[config.mk]
export PLATFORM = sky130hd
export DESIGN_NAME = sensor_frontend
export DESIGN_NICKNAME = d
export VERILOG_FILES = /design/src/rtl/sensor_frontend.sv
export SDC_FILE = /design/constraint.sdc
export NUM_CORES = 1
export LEC_CHECK = 0
export ABC_AREA = 1
export CAP_MARGIN = 20
export CORE_MARGIN = 4
export CORE_UTILIZATION = 45
export DETAILED_ROUTE_END_ITERATION = 6
export HOLD_SLACK_MARGIN = 0.08
export PLACE_DENSITY = 0.82
export SYNTH_ARGS = -nofsm -noshare
export SYNTH_HDL_FRONTEND = slang
export SYNTH_SLANG_ARGS = --single-unit
[constraint.sdc]
create_clock -name clk -period 1.15 [get_ports clk]
set_input_delay 0.2875 -clock clk [delete_from_list [all_inputs] [get_ports clk]]
set_output_delay 0.2875 -clock clk [all_outputs]
set_load 0.01 [all_outputs]
[src/rtl/sensor_frontend.sv]
// Sensor front end: synchronizes and debounces the contact/alarm lines and
// turns the temperature sample stream into the 2-bit ST climate code.
module sensor_frontend #(
  parameter int DEBOUNCE_CYCLES  = 4,
  parameter int FA_ASSERT_CYCLES = 2,
  parameter int T_LOW            = 18,
  parameter int T_HIGH           = 30,
  parameter int HYST             = 2
) (
  input  logic       clk,
  input  logic       rst,
  input  logic       raw_fd,
  input  logic       raw_rd,
  input  logic       raw_w,
  input  logic       raw_fa,
  input  logic [7:0] temp_in,
  input  logic       temp_valid,
  output logic       SFD,
  output logic       SRD,
  output logic       SW,
  output logic       SFA,
  output logic [1:0] ST,
  output logic       change
);

  localparam int CW = (DEBOUNCE_CYCLES > 8) ? $clog2(DEBOUNCE_CYCLES) : 3;
  localparam logic [CW-1:0] LIM_DB    = CW'(DEBOUNCE_CYCLES - 1);
  localparam logic [CW-1:0] LIM_FA_ON = CW'(FA_ASSERT_CYCLES - 1);

  localparam logic [7:0] TH_LOW     = 8'(T_LOW);
  localparam logic [7:0] TH_HIGH    = 8'(T_HIGH);
  localparam logic [7:0] TH_LOW_UP  = 8'(T_LOW + HYST);
  localparam logic [7:0] TH_HIGH_DN = 8'(T_HIGH - HYST);

  localparam logic [1:0] ST_COMFORT = 2'b00;
  localparam logic [1:0] ST_COLD    = 2'b01;
  localparam logic [1:0] ST_HOT     = 2'b11;

  // Channel index: 0 front door, 1 rear door, 2 window, 3 fire alarm.
  logic [3:0]          raw_vec;
  logic [3:0]          s1_q, s2_q;
  logic [3:0]          deb_q, deb_d;
  logic [3:0][CW-1:0]  cnt_q, cnt_d;
  logic [3:0][CW-1:0]  lim;
  logic [1:0]          st_q, st_d;
  logic                change_q, change_d;

  assign raw_vec = {raw_fa, raw_w, raw_rd, raw_fd};

  // Fire asserts after FA_ASSERT_CYCLES samples but clears only after the
  // full debounce window, so an alarm is reported fast and dropped slowly.
  always_comb begin
    lim[0] = LIM_DB;
    lim[1] = LIM_DB;
    lim[2] = LIM_DB;
    lim[3] = deb_q[3] ? LIM_DB : LIM_FA_ON;
  end

  always_comb begin
    deb_d = deb_q;
    cnt_d = '0;
    for (int i = 0; i < 4; i++) begin
      if (s2_q[i] != deb_q[i]) begin
        if (cnt_q[i] == lim[i]) begin
          deb_d[i] = s2_q[i];
        end else begin
          cnt_d[i] = cnt_q[i] + 1'b1;
        end
      end
    end
  end

  // temp_valid is a valid-only qualifier (no ready): the sample is consumed
  // on every edge where it is high; the encoding 2'b10 falls into COMFORT.
  always_comb begin
    st_d = st_q;
    if (temp_valid) begin
      case (st_q)
        ST_COLD: begin
          if (temp_in > TH_HIGH)         st_d = ST_HOT;
          else if (temp_in >= TH_LOW_UP) st_d = ST_COMFORT;
          else                           st_d = ST_COLD;
        end
        ST_HOT: begin
          if (temp_in < TH_LOW)           st_d = ST_COLD;
          else if (temp_in <= TH_HIGH_DN) st_d = ST_COMFORT;
          else                            st_d = ST_HOT;
        end
        default: begin
          if (temp_in < TH_LOW)       st_d = ST_COLD;
          else if (temp_in > TH_HIGH) st_d = ST_HOT;
          else                        st_d = ST_COMFORT;
        end
      endcase
    end
  end

  assign change_d = ({deb_d, st_d} != {deb_q, st_q});

  always_ff @(posedge clk or negedge rst) begin
    if (!rst) begin
      s1_q     <= '0;
      s2_q     <= '0;
      deb_q    <= '0;
      cnt_q    <= '0;
      st_q     <= ST_COMFORT;
      change_q <= 1'b0;
    end else begin
      s1_q     <= raw_vec;
      s2_q     <= s1_q;
      deb_q    <= deb_d;
      cnt_q    <= cnt_d;
      st_q     <= st_d;
      change_q <= change_d;
    end
  end

  assign SFD    = deb_q[0];
  assign SRD    = deb_q[1];
  assign SW     = deb_q[2];
  assign SFA    = deb_q[3];
  assign ST     = st_q;
  assign change = change_q;

endmodule

* Word level (Yosys, flattened, before mapping)
Cells that the tools add are included.
** Storage, ports and cells
- Word-level logic and storage cells :: 53
- Input port bits :: 15
- Flip-flop bits (word level) :: 27
- Output and inout bits :: 7
** Operators by class
- Muxes and demuxes :: 25
- Eq/ne operators :: 11
- Add/subtract/negate cells :: 4
- Magnitude comparators :: 4
** Operators with widths (count)
- two-way mux 3 bit :: 8
- two-way mux 2 bit :: 7
- adder 3 x 1 -> 3 bit, second input constant :: 4
- == test 3 x 2 -> 1 bit, second input constant :: 3
- two-way mux 1 bit :: 9
- >= comparator 8 x 5 -> 1 bit, second input constant :: 1
- greater-than comparator 8 x 5 -> 1 bit, second input constant :: 1
- less-or-equal comparator 8 x 5 -> 1 bit, second input constant :: 1
- < comparator 8 x 5 -> 1 bit, second input constant :: 1
- != test 6 bit :: 1
- != test 1 bit :: 4
- case mux 2 bit (2 select lines) :: 1
- == test 3 x 2 -> 1 bit :: 1
- == test 2 x 1 -> 1 bit, second input constant :: 1
- == test 2 bit, second input constant :: 1

* Longest topological paths before layout
Gate-level depths: netlist (run 1).
- Word-level depth :: 6
- Depth in mapped cells :: 9

* Worst setup path before layout (run 1)
No wires, ideal clock.
- Path kind :: register to register
- Start :: register deb_q[3]
- End :: register deb_q[3]
- Slack :: -97 ps
- Clock period less this slack :: 1247 ps
- Arrival time :: 1122 ps
- Stages on the path, launching flop included :: 5
- Library setup time :: 125 ps
- Path through :: dfrtp_1 > xnor2_1 > nand2_1 > nor2_2 > mux2_4
** Between the ends
- Longest elaborated chain between the ends :: 4
- Elaborated cells between the ends (all ways) :: 5
- Those cells by class :: eq/ne (2); mux (3)
** RTL lines
- start, declared :: RTL line 42 : logic [3:0] deb_q, deb_d;
- start signal, assigned :: RTL line 104 : deb_q <= '0;
- start signal, assigned :: RTL line 111 : deb_q <= deb_d;
- two-way mux 2 bit :: RTL line 56 : lim[3] = deb_q[3] ? LIM_DB : LIM_FA_ON;
- == test 3 x 2 -> 1 bit :: RTL line 64 : if (cnt_q[i] == lim[i]) begin
- two-way mux 1 bit :: RTL line 64
- two-way mux 1 bit * :: RTL line 63 : if (s2_q[i] != deb_q[i]) begin
- net deb_d[3] :: RTL line 42
Mark *: on every way through the listed nets, which the timed path passes. The rest lies on a longest branch.

* Worst setup path after layout (run 1)
Ends and elaborated chain as after synthesis.

==> metrics.md, run 1 <==
| Metric | Value |
|---|---|
| Status | finished, violations left |
| Failing checks | setup timing |
| # fillers | roughly 210 |
| Min Hold Slack | 313 ps |
| N_diodes | 0 |
| Worst Path Max Fanout | 2 |
| Syn avg cell area | 9.15 µm² |
| Area Growth Syn to Fin | 39.7% |
| Syn_nets | approximately 150 |
| Clk root buf | clkbuf_4 |
| Peak VDD IR | 1140 µV |
| Period utilization | 113% |
| Nets | 196 |
| CP max stage delay | 410 ps |
| Largest net degree at the start of global routing | 28 |
| TNS Setup | -567 ps |
| GP Congestion | between 0.8 and 0.9 |
| Fraction of layout cells with a size suffix above 1 | between 30% and 40% |
| DP Worst Slack | -449 ps |
| Ys flop type | dfrtp_1 |
| Full die area | 0.00362 mm² |
| WL per Instance | between 10 and 15 µm |
| Post-synthesis cell type count | 22 |
| Int Power | 2.06 mW |
| Sequential area share after synthesis | a little under three fifths |
| Synth top cells by count | 27 x dfrtp_1, 27 x nand2_1, 20 x inv_1, 17 x nor2_1, 9 x nand3_1 |
| Combinational power share | between 40% and 50% |
| FMAX | around 0.77 GHz |
| Critical Path RT | about 1400 ps |
| Vias per Instance | roughly 5 |
| LEAKAGE | about 0.86 nW |
| Seq pwr share | about two fifths |
| # rows | 18 |
| Initial drt markers | 19 |
| Post-synth EDFFs | 0 |
| Clock Path Buffers | 2 |
| I/O Pins | 22 |
| Fin. Hold Viols | 0 |
| GRT Total Usage | approximately 16% |
| Post-DP HPWL | roughly 1800 µm |
| Final ANT Viol Nets | 0 |
| Syn Inst Count | 134 |
| Worst EP arrival | approximately 1500 ps |
| Height of the die | 60.2 µm |
| Core Area | around 0.0025 mm² |
| Hold Buf Count CTS | 0 |
| Worst-path cell chain | buf_6 > xnor2_2 > nand2_1 > nor2_2 > mux2_4 |
| Critical-path top delay cell | dfrtp_1 |
| Setup violators final | 10 |
| Crit start category | register |
| Slew @ Worst Pin | between 200 and 300 ps |
| Hold Crit Class | in -> async |
| CP Capture Type | register |
| First-pass GRT wire length | roughly 4400 µm |
| Starting Density | approximately half |
| Fin crit period | between 1000 and 1500 ps |
| # DRC | 0 |
| Yosys reg bits | 27 |
| Crit Path Class | reg -> reg |
| Vias in the first global route | between 1000 and 1500 |
| Clk pin slew, worst setup/hold paths | roughly 130 ps |
| Synthesis Warnings | 0 |
| Number of port buffers | 21 |
| Initial antenna violation count | 0 |
| Clk network pwr share | between 10% and 20% |
| Routed via count | roughly 1000 |
| H-tree depth | 1 |
| Top-area cell type share of the netlist area | between 50 and 60% |
| Final Skew | between 2 and 3 ps |
| DR pass1 iterations | 4 |
| Net Sw Frac | approximately a third |
| Cts bufs inserted | 3 |
| RSZ-0062 raised after global routing | true |
| Asr flop ratio synth | 100% |
| P_sw | 1.06 mW |
| Relative slew slack | a little over 80% |
| Tot Pwr | between 3 and 4 mW |
| Setup slack after layout | -155 ps |
| Routed WL | between 2000 and 2500 µm |
| Worst-skew pair later-pin latency | 310 ps |
| CTS tree | done |
| Final Max Tran Viols | 0 |
| Maxcap violations | 0 |
| Ranking of synthesized cells by area | dfrtp_1 55%, nand2_1 8.3%, inv_1 6.1% |
| Grt total ovfl | 0 |
| Yosys top cell by area | dfrtp_1 |
| Die Wd | 60.2 µm |
| Sink Count | 27 |
| PwrDens | between 1500 and 2000 mW/mm² |
| Area of the mapped netlist | around 0.0012 mm² |
## cell usage in the layout (no fill, tap or decap), types with 3 or more instances in the layout
master           synthesis  routed
buf_2                    1       6
buf_4                    0      14
buf_6                    0       3
clkbuf_4                 0       3
clkdlybuf4s50_1          0      10
dfrtp_1                 27      27
dlygate4sd2_1            0       4
ha_2                     0       3
inv_1                   20      16
nand2_1                 27      24
nand2_2                  2       5
nand3_1                  9       7
nand3_2                  1       3
nand4_1                  3       3
nor2_1                  17      10
nor2_2                   2       7
nor2_4                   1       3
nor3_1                   5       3
o21ai_0                  3       3
## critical path, delay by kind of cell (launching register included)
family,cells,cell delay [ps]
xor+xnor,1,150
buf+inv,1,130
flops,1,410
mux,1,310
simple gates,2,210
## cells by family (layout without fill, tap and decap cells)
group / after synthesis / count (layout) / share of synthesized area [%]
AND/OR/NAND/NOR: 71 / 71 / 26.9
flip-flops: 27 / 27 / 55.1
buffers and inverters: 21 / 63 / 6.53
AO/OA/AOI/OAI: 6 / 6 / 2.65
XOR/XNOR: 4 / 4 / 3.47
adder cells (fa/ha/maj): 4 / 4 / 4.08
multiplexers: 1 / 1 / 1.22
## per-layer routing
layer	vias to the layer above	track usage (%)	part of all wire (%)
li1	507	-	-
met1	493	18.5	39
met2	21	30.4	56
met3	4	3.46	4.5
met4	0	4.11	1.3
met5	-	0	0
## state kept, by name, summed over array words and instances (netlist names)
signal	cells
cnt_q	12
deb_q	4
s1_q	4
s2_q	4
ST	2
change	1
## final cells by class
| class | count | area (µm²) | share of cell area [%] |
|---|---|---|---|
| Timing Repair Buffer | 39 | 337 | 19.6 |
| Multi-Input combinational cell | 86 | 557 | 32.5 |
| Clock buffer | 4 | 26.3 | 1.53 |
| Tap cell | 30 | 37.5 | 2.19 |
| Sequential cell | 27 | 676 | 39.4 |
| Inverter | 20 | 80.1 | 4.67 |
## through the flow
step	instance area, µm²	instances	utilization [%]
detailed placement	1570	194	61.7
floorplan	1240	134	-
finish	1710	206	67.3
global placement	1570	194	61.7
CTS	1650	203	65.0
global route	1710	206	67.3
## power groups by stage
stage / clock (mW) / sequential, mW / combinational [mW]
6_report: 0.390 / 1.31 / 1.42
2_1_floorplan: 0 / 1.37 / 0.571
3_3_place_gp: 0 / 1.33 / 1.10
4_1_cts: 0.401 / 1.31 / 1.30
5_1_grt: 0.456 / 1.34 / 1.59
3_5_place_dp: 0 / 1.35 / 1.17
## final timing paths
path / start / endpoint / slack (ps) / cells after the start
max in group asynchronous: rst / ST[1] / 690 / 2
setup reg to reg: deb_q[3] / deb_q[3] / -150 / 5
min in group clk: s1_q[2] / s2_q[2] / 370 / 0
hold reg to reg: s1_q[2] / s2_q[2] / 370 / 0
setup / recovery: deb_q[3] / deb_q[3] / -150 / 5
hold / removal: rst / deb_q[2] / 310 / 2
## what timing repair did
action                     in CTS  in global routing
setup buffers                   5                  4
setup endpoints to repair      12                 17
resized for setup              43                 11
pin swaps                      10                  8
No activity file was read; power rests on OpenSTA's default activity.
==> run 2: changes to the inputs <==
Settings changed: RECOVER_POWER set to 25, SKIP_CTS_REPAIR_TIMING set to 1.
==> metrics.md, run 2 (synthesized netlist as in run 1, its figures left out) <==
| Metric | Value |
|---|---|
| # fillers | between 200 and 250 |
| Worst path top cell family by delay | flip-flops |
| Die Wd | about 60 µm |
| Crit path buffers/inverters | 1 |
| Nets | a little under 200 |
| Number of port buffers | 21 |
| LEAKAGE | 0.867 nW |
| Max reg flops | 12 |
| RSZ-0062 raised after global routing | true |
| Clock Path Buffers | 2 |
| Maxcap violations | 0 |
| Routed WL | between 2000 and 2500 µm |
| Slew @ Worst Pin | around 650 ps |
| Full die area | roughly 0.0036 mm² |
| Final ANT Viol Nets | 0 |
| Fin. Hold Viols | 0 |
| Initial drt markers | 22 |
| FMAX | about 0.73 GHz |
| TNS Setup | -778 ps |
| Period utilization | 119% |
| WL per Instance | 11.6 µm |
| I/O Pins | 22 |
| Hold Crit Class | reg -> reg |
| Worst EP arrival | roughly 1600 ps |
| Worst-skew pair later-pin latency | between 300 and 400 ps |
| Met3 wire len | between 100 and 150 µm |
| FF/Latch Area | roughly 680 µm² |
| Design area | between 0.0015 and 0.002 mm² |
| Fin crit period | 1360 ps |
| PwrDens | roughly 1800 mW/mm² |
| Routed via count | 1005 |
| Most flops, register | cnt_q |
| Highest routed layer | met4 |
| Final Max Tran Viols | 0 |
| Critical Path RT | roughly 1400 ps |
| Final Skew | about 4.4 ps |
| Grt total ovfl | 0 |
| N_diodes | 0 |
| # rows | 18 |
| First-pass GRT wire length | 4020 µm |
| CP Capture Type | register |
| Failing checks | setup timing |
| M1 wire length | between 900 and 1000 µm |
| Cts bufs inserted | 3 |
| Relative slew slack | 57.0% |
| Starting Density | 48.2% |
| Largest net degree at the start of global routing | 28 |
| Min Hold Slack | 371 ps |
| CTS tree | done |
| Vias in the first global route | 1013 |
| Core Util, Final | approximately two thirds |
| Multi-input gate area | roughly 560 µm² |
| Fraction of layout cells with a size suffix above 1 | ~32% |
| Clk pin slew, worst setup/hold paths | between 100 and 150 ps |
| Metal2 WL | about 1300 µm |
| Peak VDD IR | 1120 µV |
| Commonest non-fill, non-tap cells in the layout | 27 x dfrtp_1, 23 x nand2_1, 17 x inv_1, 14 x buf_4, 11 x nor2_1 |
| Initial antenna violation count | 0 |
| Commonest non-fill, non-tap cell in the layout | dfrtp_1 |
| Tot Pwr | 3.14 mW |
| GRT Total Usage | between 10% and 20% |
| Sink Count | 27 |
| Height of the die | 60.2 µm |
| Worst-path cell chain | buf_6 > xnor2_4 > nand2_2 > nor2_4 > mux2_4 |
| CP max stage delay | 430 ps |
| GP Congestion | ~0.88 |
| DR pass1 iterations | 4 |
| Placed inst area | about 0.0016 mm² |
| Status | finished, violations left |
| Worst Path Max Fanout | 3 |
| Core Area | 0.00254 mm² |
| Crit start category | register |
| H-tree depth | 1 |
| Critical-path top delay cell | dfrtp_1 |
| Area Growth Syn to Fin | 38.5% |
| Crit Path Class | reg -> reg |
| Clk root buf | clkbuf_4 |
| Vias per Instance | about 4.9 |
| # DRC | 0 |
| Post-DP HPWL | between 1500 and 2000 µm |
| Setup violators final | 8 |
| Setup slack after layout | -214 ps |
[run 2: changes by cell type in the layout (fill, tap and decap cells not counted), moves of 2 or more]
| cell | delta |
|---|---|
| clkdlybuf4s50_1 | -3 |
| dlygate4sd3_1 | +5 |
| dlygate4sd2_1 | -4 |
| clkbuf_2 | +7 |
| dlymetal6s2s_1 | +2 |
| buf_2 | -6 |
| inv_4 | -2 |
| nor2_2 | -2 |
[run 2: cell type report]
type,instances,share of cell area (%)
flip-flops and latches,27,39.8
multi-input cells,86,33.2
well taps,30,2.21
clock buffers,4,1.55
inverters,20,4.42
repair buffers,38,18.9
[run 2: stage by stage]
stage | setup slack (ps) | cells
2_1_floorplan | -97.4 | 134
4_1_cts | -455 | 198
6_report | -214 | 205
3_3_place_gp | -368 | 194
5_1_grt | -261 | 205
3_5_place_dp | -449 | 194
[run 2: layer usage]
| metal | global-route usage [%] | vias to the layer above |
|---|---|---|
| met3 | 3.67 | 4 |
| met5 | 0 | - |
| met4 | 5.38 | 0 |
| li1 | - | 503 |
| met1 | 15.8 | 473 |
| met2 | 27.3 | 25 |
[run 2: path summary, 6_finish.rpt]
check,startpoint,endpoint,slack [ps],cells after the start
worst max-delay path,deb_q[3],deb_q[3],-210,5
worst min-delay path,s1_q[0],s2_q[0],370,0
worst max register to register,deb_q[3],deb_q[3],-210,5
worst min register to register,s1_q[0],s2_q[0],370,0
max in group asynchronous,rst,cnt_q[6],220,2
min in group asynchronous,rst,cnt_q[7],520,2
[run 2: worst register-to-register path, stage by stage, from the launching register on]
cell and delay, ps:
dfrtp_1 430, buf_6 140, xnor2_4 170, nand2_2 80, nor2_4 140, mux2_4 310
[run 2: report_power, final]
| group | internal [mW] | switching, mW |
|---|---|---|
| clock | 0.135 | 0.251 |
| sequential | 1.17 | 0.152 |
| combinational | 0.771 | 0.656 |
| total | 2.08 | 1.06 |
==> run 3: changes to the inputs <==
Settings changed: ABC_AREA 1 to unset, SKIP_CTS_REPAIR_TIMING 1 to unset.
==> metrics.md, run 3 <==
| Metric | Value |
|---|---|
| Status | finished, violations left |
| Failing checks | setup timing |
| WL per Instance | 15.8 µm |
| Cts bufs inserted | 3 |
| Int Power | about 2.2 mW |
| # rows | 18 |
| Reg2Reg Depth | 4 |
| Vias in the first global route | about 1100 |
| LEAKAGE | slightly above 0.9 nW |
| Ranking of synthesized cells by area | dfrtp_1 57%, ha_1 4.2%, nor3b_1 3.8% |
| Peak VDD IR | about 1700 µV |
| Post-DP HPWL | about 1900 µm |
| Sequential area share after synthesis | a little under three fifths |
| Slew @ Worst Pin | approximately 630 ps |
| H-tree depth | 1 |
| Combinational power share | a little under 50% |
| Clk network pwr share | between 10% and 20% |
| Placed inst area | 0.00166 mm² |
| Fraction of layout cells with a size suffix above 1 | about 57% |
| I/O Pins | 22 |
| Syn Inst Count | 97 |
| Post-synthesis cell type count | 29 |
| PwrDens | roughly 1600 mW/mm² |
| Non-Filler Instances | slightly below 200 |
| Tot Pwr | approximately 3.2 mW |
| Reg-to-Reg End | change |
| Top-area cell type share of the netlist area | about 57% |
| Final ANT Viol Nets | 0 |
| Core Area | between 0.002 and 0.0025 mm² |
| Clk pin slew, worst setup/hold paths | roughly 130 ps |
| Final Skew | approximately 4.8 ps |
| Yosys top cell by area | dfrtp_1 |
| Most flops, register | cnt_q |
| Commonest non-fill, non-tap cell in the layout | buf_4 |
| R2R Path Start | ST[0] |
| Area Growth Syn to Fin | 66.9% |
| Grt total ovfl | 0 |
| Max reg flops | 12 |
| DR pass1 iterations | 2 |
| Setup slack after layout | -429 ps |
| First-pass GRT wire length | a little under 5000 µm |
| Initial antenna violation count | 0 |
| Initial drt markers | 32 |
| Starting Density | around 47% |
| Commonest non-fill, non-tap cells in the layout | 28 x buf_4, 25 x dfrtp_1, 19 x buf_6, 8 x dlygate4sd2_1, 5 x a21oi_2 |
| Synthesis Warnings | 0 |
| # DRC | 0 |
| CTS tree | done |
| Full die area | around 0.0035 mm² |
| Fin. Hold Viols | 0 |
| Min Hold Slack | 374 ps |
| Maxcap violations | 0 |
| Worst Hold Launch | s1_q[2] |
| Synth top cells by count | 27 x dfrtp_1, 8 x a21oi_1, 7 x nor2b_1, 6 x nor3b_1, 5 x nor3_1 |
| Hold path cells | 0 |
| DP Cell Count | ~170 |
| Sink Count | 27 |
| Ys flop type | dfrtp_1 |
| Design area | between 0.0015 and 0.002 mm² |
| Critical Path RT | about 1400 ps |
| FMAX | between 0.6 and 0.7 GHz |
| Crit Path Class | reg -> reg |
| Hold Buf Count CTS | 0 |
| Largest net degree at the start of global routing | 28 |
| Fin crit period | ~1600 ps |
| Clk root buf | clkbuf_4 |
| Height of the die | 59.4 µm |
| Routed via count | slightly above 1000 |
| Worst Path Max Fanout | 4 |
| RSZ-0062 raised after global routing | true |
| GRT Total Usage | 18.8% |
| GP Congestion | a little over 0.8 |
| CP Capture Type | register |
| Area of the mapped netlist | about 0.0012 mm² |
| Die Wd | about 60 µm |
| Worst EP arrival | 1780 ps |
| Hold Crit Class | reg -> reg |
| Yosys reg bits | 27 |
| Setup violators final | 16 |
| R2R Setup Slk | -430 ps |
| Relative slew slack | a little under 60% |
| Asr flop ratio synth | between 90% and 100% |
| Net Sw Frac | a little under a third |
| Seq pwr share | between 30% and 40% |
| Syn_nets | 116 |
| Syn avg cell area | roughly 12 µm² |
| N_diodes | 0 |
| Most frequent cell after synthesis | dfrtp_1 |
| Period utilization | 137% |
| Worst-skew pair later-pin latency | 310 ps |
| Clock Path Buffers | 2 |
| Crit start category | register |
| P_sw | 969 µW |
| Routed WL | between 3000 and 4000 µm |
| Vias per Instance | between 5 and 6 |
| Nets | 184 |
| Hold Path End | s2_q[2] |
| Final Max Tran Viols | 0 |
| Number of port buffers | 21 |
| Post-synth EDFFs | 0 |
==> run 3: worst max-delay path by stage <==
stage | endpoint | slack [ps] | start
after floorplan | change | -360 | cnt_q[0]
after global routing | change | -500 | cnt_q[3]
after global placement | ST[0] | -800 | temp_in[3]
after detailed placement | change | -870 | temp_in[5]
final | change | -430 | ST[0]
after CTS | change | -380 | cnt_q[6]
==> run 3: through the flow <==
stage | TNS [ps] | utilization (%) | setup slack [ps]
2_1_floorplan | -614 | - | -356
3_3_place_gp | -2860 | 66.5 | -802
3_5_place_dp | -3140 | 66.5 | -866
4_1_cts | -1710 | 74.1 | -381
5_1_grt | -2780 | 79.3 | -501
6_report | -1890 | 79.3 | -429
==> run 3: power by group through the flow <==
stage / clock [mW] / combinational (mW) / sequential, mW
5_1_grt: 0.454 / 1.70 / 1.28
4_1_cts: 0.398 / 1.36 / 1.26
6_report: 0.390 / 1.55 / 1.26
2_1_floorplan: 0 / 0.428 / 1.31
3_3_place_gp: 0 / 1.03 / 1.26
3_5_place_dp: 0 / 1.09 / 1.28
==> run 3: layer usage <==
metal | wire [µm] | track usage, % | vias up
li1 | - | - | 486
met1 | 1230 | 21.8 | 495
met2 | 1640 | 33.5 | 28
met3 | 144 | 3.70 | 6
met4 | 55 | 7.44 | 0
met5 | 0 | 0 | -
==> run 3: logic make-up (layout without fill, tap and decap cells) <==
family,after synthesis,after routing,share of synthesized area (%)
buffers and inverters,2,69,0.632
AND/OR/NAND/NOR,34,34,18.8
XOR/XNOR,4,4,2.95
flip-flops,27,27,56.9
AO/OA/AOI/OAI,23,23,13.7
adder cells (fa/ha/maj),4,4,4.22
multiplexers,3,3,2.84
==> run 3: area by class of cell <==
| type | instances | area (µm²) |
|---|---|---|
| inverters | 2 | 7.51 |
| well taps | 30 | 37.5 |
| clock buffers | 4 | 26.3 |
| fillers | 143 | 518 |
| multi-input cells | 68 | 668 |
| repair buffers | 63 | 564 |
| flip-flops and latches | 27 | 678 |
==> run 3: timing repair <==
item                       in CTS  in global routing
setup buffers                  14                  7
setup endpoints to repair      15                 23
pin swaps                      14                  9
resized for setup              60                 26
==> run 3: worst max-delay path, cell delays in order (launching register included) <==
cell and delay [ps]:
dfrtp_2 470, a31o_4 240, a41oi_2 240, xnor2_1 100, a2111o_1 420
